### src/rtl/uart_tx_arbiter.sv
// uart_tx_arbiter
//   Shares one UART emitter between the two store lanes (a, b) of the
//   dual-issue core. Both lanes may write in the same cycle. Accepted bytes
//   are queued in program order (lane a before lane b). Bytes then leave one
//   at a time through a registered head on a valid/ready interface.
//
// Ports
//   clk, reset          system clock, synchronous active-high reset
//   a_valid, a_data     lane a write strobe and byte
//   b_valid, b_data     lane b write strobe and byte
//   tx_data, tx_valid   registered head byte offered to the emitter
//   tx_ready            emitter ready; transfer when tx_valid && tx_ready
//   busy                fewer than two free entries (registered)
//   overflow            sticky; some write was dropped since reset
//   drained             queue empty and nothing pending on tx
//   count               queue occupancy, excluding the head register
module uart_tx_arbiter #(
  parameter int DEPTH = 16,
  parameter int AW    = $clog2(DEPTH)
) (
  input  logic          clk,
  input  logic          reset,
  input  logic          a_valid,
  input  logic [7:0]    a_data,
  input  logic          b_valid,
  input  logic [7:0]    b_data,
  output logic [7:0]    tx_data,
  output logic          tx_valid,
  input  logic          tx_ready,
  output logic          busy,
  output logic          overflow,
  output logic          drained,
  output logic [AW:0]   count
);

  localparam logic [AW:0] DEPTH_C = (AW+1)'(DEPTH);
  localparam logic [AW:0] ONE_C   = (AW+1)'(1);
  localparam logic [AW:0] TWO_C   = (AW+1)'(2);

  typedef enum logic {IDLE, SEND} state_t;

  state_t          state_reg, state_next;
  logic [AW-1:0]   wr_ptr_reg, rd_ptr_reg;
  logic [AW-1:0]   wr1_ptr;
  logic [AW:0]     count_reg, count_next;
  logic [AW:0]     free;
  logic [7:0]      mem_reg [DEPTH];
  logic [7:0]      tx_data_reg;
  logic            overflow_reg;
  logic            busy_reg;

  logic            wr0_en, wr1_en;
  logic [7:0]      wr0_data, wr1_data;
  logic            drop;
  logic [1:0]      push_cnt;
  logic            load;
  logic [DEPTH-1:0] we0, we1;

  // ---------------------------------------------------------------------
  // Acceptance. Free space comes from the registered count only; a pop in
  // the same cycle is deliberately not credited, which keeps this path
  // independent of tx_ready. Port 0 always carries the older byte.
  // ---------------------------------------------------------------------
  always_comb begin
    free     = DEPTH_C - count_reg;
    wr0_en   = 1'b0;
    wr1_en   = 1'b0;
    wr0_data = a_data;
    wr1_data = b_data;
    drop     = 1'b0;
    if (!reset) begin
      if (a_valid && b_valid) begin
        if (free >= TWO_C) begin
          wr0_en = 1'b1;
          wr1_en = 1'b1;
        end else if (free == ONE_C) begin
          wr0_en = 1'b1;
          drop   = 1'b1;
        end else begin
          drop   = 1'b1;
        end
      end else if (a_valid || b_valid) begin
        wr0_data = a_valid ? a_data : b_data;
        if (free != '0) wr0_en = 1'b1;
        else            drop   = 1'b1;
      end
    end
  end

  assign push_cnt = {1'b0, wr0_en} + {1'b0, wr1_en};
  assign wr1_ptr  = wr_ptr_reg + AW'(1);

  // Two writes per cycle, so each entry decodes its own write enables.
  for (genvar gi = 0; gi < DEPTH; gi++) begin : g_we
    assign we0[gi] = wr0_en && (wr_ptr_reg == AW'(gi));
    assign we1[gi] = wr1_en && (wr1_ptr    == AW'(gi));
  end

  always_ff @(posedge clk) begin
    for (int i = 0; i < DEPTH; i++) begin
      if (we0[i])      mem_reg[i] <= wr0_data;
      else if (we1[i]) mem_reg[i] <= wr1_data;
    end
  end

  // ---------------------------------------------------------------------
  // Output stage FSM: state register / next state / outputs.
  // ---------------------------------------------------------------------
  always_ff @(posedge clk) begin
    if (reset) state_reg <= IDLE;
    else       state_reg <= state_next;
  end

  always_comb begin
    state_next = state_reg;
    case (state_reg)
      IDLE: if (count_reg != '0) state_next = SEND;
      SEND: if (tx_ready && count_reg == '0) state_next = IDLE;
      default: state_next = IDLE;
    endcase
  end

  // The head is refilled whenever it is empty or is being taken this cycle,
  // as long as the queue holds something. This gives back-to-back output.
  always_comb begin
    tx_valid = (state_reg == SEND);
    load     = (count_reg != '0) && ((state_reg == IDLE) || tx_ready);
  end

  // ---------------------------------------------------------------------
  // Pointers, occupancy, head register and status.
  // ---------------------------------------------------------------------
  assign count_next = count_reg + (AW+1)'(push_cnt) - (AW+1)'(load);

  always_ff @(posedge clk) begin
    if (reset) begin
      wr_ptr_reg   <= '0;
      rd_ptr_reg   <= '0;
      count_reg    <= '0;
      tx_data_reg  <= '0;
      overflow_reg <= 1'b0;
      busy_reg     <= 1'b0;
    end else begin
      wr_ptr_reg <= wr_ptr_reg + AW'(push_cnt);
      if (load) begin
        rd_ptr_reg  <= rd_ptr_reg + AW'(1);
        tx_data_reg <= mem_reg[rd_ptr_reg];
      end
      count_reg    <= count_next;
      overflow_reg <= overflow_reg | drop;
      // busy reflects the occupancy that will hold in the next cycle.
      busy_reg     <= (count_next >= DEPTH_C - ONE_C);
    end
  end

  assign tx_data  = tx_data_reg;
  assign count    = count_reg;
  assign overflow = overflow_reg;
  assign busy     = busy_reg;
  assign drained  = (count_reg == '0) && !tx_valid;

endmodule

### config.mk
export PLATFORM = sky130hd
export DESIGN_NAME = uart_tx_arbiter
export DESIGN_NICKNAME = d
export VERILOG_FILES = /design/src/rtl/uart_tx_arbiter.sv
export SDC_FILE = /design/constraint.sdc
export NUM_CORES = 1
export LEC_CHECK = 0
export ABC_AREA = 1
export ABC_CLOCK_PERIOD_IN_PS = 9800
export CAP_MARGIN = 20
export CORE_ASPECT_RATIO = 1.25
export CORE_UTILIZATION = 40
export CTS_CLUSTER_SIZE = 30
export DETAILED_ROUTE_END_ITERATION = 10
export GPL_TIMING_DRIVEN = 0
export HOLD_SLACK_MARGIN = 0.03
export PLACE_DENSITY = 0.64
export SLEW_MARGIN = 20
export SYNTH_ARGS = -nofsm -noshare
export SYNTH_HDL_FRONTEND = slang
export SYNTH_SLANG_ARGS = --single-unit
### constraint.sdc
create_clock -name clk -period 9.8 [get_ports clk]
set_input_delay 1.96 -clock clk [delete_from_list [all_inputs] [get_ports clk]]
set_output_delay 1.96 -clock clk [all_outputs]
set_load 0.05 [all_outputs]
==> results.yml <==
status:
  status: "completed"
global_route:
  groute.usage.overall_pct: 26.0
  overflow: 0
  grt_pass1_vias: 8403
  antenna_found_initial: 0
  grt_pass1_wl_mm: 47.1
  grt_start_max_net_pins: 17
detailed_routing:
  wl_per_cell_um: 19.8
  remaining_drc_errors: 0
  drtPass1Iterations: 6
  ant_nets: 0
  vias: 8718
  routed_wl_mm: 30.8
  vias_per_cell: 5.59
  drt_iter0_drc: 1064
pwr:
  finalPower_mw: 2.60
  combPwrFrac_pct: 44.6
  p_seq_share_pct: 30.9
  p_switching_mw: 1.12
  switching_share_pct: 43.2
  p_int_mw: 1.48
  powerDensity_nw_per_um2: 243
  clkPwrFrac_pct: 24.5
  max-vdd-ir-drop_mv: 0.165
  cellLeakagePower_nw: 4.88
timing:
  final.setup_skew_ps: 14.1
  worstMarginPinSlew_ps: 892
  period_share_pct: 51.7
  timing.final.ws_setup_ps: 4730
  timing.hold.ws_ps: 511
  period_minus_slack_ps: 5070
  max_freq_mhz: 197
  hold_violations: 0
  setup-tns-final_ps: 0
  final_max_slew_viol_count: 0
  rsz0062_at_grt: "false"
  max-slew-margin-rel_pct: 40.5
  setup_violations: 0
setup_path:
  critPathSlowestCell: "clkdlybuf4s50_1"
  crit_end: "busy$_SDFF_PP0_"
  cp.required_ps: 10080
  worstPathMaxFanout: 10
  critPathLaunchType: "primary input"
  cpLargestDelayFamily: "buffers and inverters"
  crit_start: "reset"
  r2r_cells: 21
  rr_endpoint: "busy$_SDFF_PP0_"
  rrSetupSlack_ps: 5650
  crit_path_cell_trace: "clkdlybuf4s50_1 -> inv_2 -> nand2_1 -> nor2_2 -> buf_4 -> nand2_1 -> inv_1 -> ha_1 -> inv_1 -> ha_1 -> inv_1 -> ha_1 -> fa_1 -> a21oi_1 -> o21bai_1 -> xor2_1 -> o21ai_0"
  r2r-start: "count[0]$_SDFF_PP0_"
  cp.depth: 17
  cp_num_buf_inv: 6
  criticalPathCategory: "in2reg"
  crit_path_end_kind: "flip-flop"
  slowest_delay_ps: 510
  cp_data_arrival_time_ps: 5350
clock_network:
  insertion_delay_ps: 440
  cts_max_path_buffers: 2
  post-cts-setup-buffers: 0
  tritoncts: "done"
  cts.sinks: 152
  hold_buffers: 0
  cts_inserted_buffers: 17
  cts_resized: 0
  clk_pin_slew_worst_paths_ps: 60
  cts.htree.levels: 4
  cts_root_buf: "clkbuf_16"
layout:
  fin_nets: 1298
  diodes: 0
  layout.cells.non_filler: 1560
  n_fill_cell: 2329
  syn_to_final_growth_pct: 12.8
  drive_above_1_share_pct: 9.67
  largest_reg_flops: 128
logic_synthesis:
  syn-num-nets: 1250
  ys_seq_elements: 152
  synth-seq-area-share_pct: 45.5
  ys_types: 33
  synth_ff_type: "edfxtp_1"
  postSynthCellCount: 1211
  syn_area_per_cell_um2: 7.84
  synth-edff-count: 128
  yosysWarnings: 0
  synth_area_um2: 9500
  synthArstFlopShare_pct: 0
floorplan:
  core_area_um2: 23100
  die_w_um: 140
  dieArea_um2: 24400
  die_h_um: 174
  rows: 62
  ios: 38
  initial_utilization_pct: 41.1
job:
  maxCapViolCount: 0
place:
  dpl.cell_count: 1528
  gp_congestion: 0.937
  portBuffers: 29
  place_hpwl_mm: 21.5
  dpl_worst_slack_ps: 4320
worst_hold_path:
  hold_path.class: "reg2reg"
==> power groups by stage <==
stage / clock network (mW) / logic, mW / registers, mW
after floorplan: 0 / 0.702 / 0.898
after global placement: 0 / 1.13 / 0.815
after detailed placement: 0 / 1.14 / 0.816
after CTS: 0.637 / 1.14 / 0.803
after global routing: 0.662 / 1.26 / 0.810
final: 0.637 / 1.16 / 0.803
==> cells by family (layout without fill, tap and decap cells) <==
group                      after synthesis  in the layout  synth area share (%)
AOI/OAI and AO/OA                       13             13                 0.751
buffers and inverters                  199            260                  9.13
adders and majority gates               18             18                  2.53
DFF                                    152            152                  45.5
muxes                                    8              8                  1.26
xor gates and xnor gates                 4              4                 0.369
and+or+nand+nor                        817            817                  40.4
==> Yosys cell counts, drive strengths merged, types with 2 or more instances <==
cell type    n  area share, %
nand4      131            8.6
edfxtp     128             40
ha          16            2.1
o21ai        4           0.21
buf         54            3.4
nand2      505             20
fa           2           0.42
inv        113            4.5
nand3      128            8.9
dfxtp       24            5.1
mux2         8            1.3
nor2        49            2.6
xor2         3           0.28
clkbuf      31            1.2
a21oi        6           0.32
==> metrics by stage <==
step	area, µm²	util (%)
floorplan	9500	-
global placement	10100	43.9
detailed placement	10100	43.9
CTS	10700	46.4
global route	10700	46.4
finish	10700	46.4
==> worst min-delay path, delay by kind of cell, from the launching register on <==
kind	cells	cell delay [ps]
AND/OR/NAND/NOR	1	80
flip-flops	1	330
AO/OA/AOI/OAI	1	60
==> how the worst min path moves through the flow <==
stage / to / slack, ps / cells past startpoint / start
final: tx_valid$_SDFF_PP0_ / 510 / 2 / tx_valid$_SDFF_PP0_
after global routing: tx_valid$_SDFF_PP0_ / 560 / 2 / tx_valid$_SDFF_PP0_
after CTS: tx_valid$_SDFF_PP0_ / 510 / 2 / tx_valid$_SDFF_PP0_
after detailed placement: wr_ptr_reg[3]$_SDFF_PP0_ / 490 / 1 / wr_ptr_reg[3]$_SDFF_PP0_
after global placement: wr_ptr_reg[3]$_SDFF_PP0_ / 470 / 1 / wr_ptr_reg[3]$_SDFF_PP0_
after floorplan: wr_ptr_reg[3]$_SDFF_PP0_ / 460 / 1 / wr_ptr_reg[3]$_SDFF_PP0_
==> cells in the final DEF (no fill, tap or decap), drive strengths merged <==
master         instances
a21oi                  6
a31oi                  1
buf                   54
clkbuf                57
clkdlybuf4s50         29
clkinv                 5
clkinvlp               1
dfxtp                 24
edfxtp               128
fa                     2
ha                    16
inv                  114
mux2                   8
nand2                505
nand3                128
nand3b                 1
nand4                131
nor2                  49
nor3                   1
nor3b                  1
o211ai                 1
o21ai                  4
o21bai                 1
or2                    1
xnor2                  1
xor2                   3
==> routing by layer <==
layer / GRT usage (%) / routed length [µm]
met3: 5.18 / 2910
met2: 42.7 / 14500
met1: 31.0 / 11700
met4: 17.2 / 1800
met5: 0 / 0
==> final cells by class <==
class | instances | area [µm²] | area share (%)
Timing Repair Buffer | 29 | 290 | 2.71
Tap cell | 288 | 360 | 3.36
Inverter | 114 | 430 | 4.02
Multi-Input combinational cell | 860 | 4310 | 40.2
Clock inverter | 6 | 36.3 | 0.339
Sequential cell | 152 | 4320 | 40.3
Buffer | 85 | 437 | 4.07
Clock buffer | 26 | 532 | 4.96
Note: power is estimated with default switching activity, not from simulation.
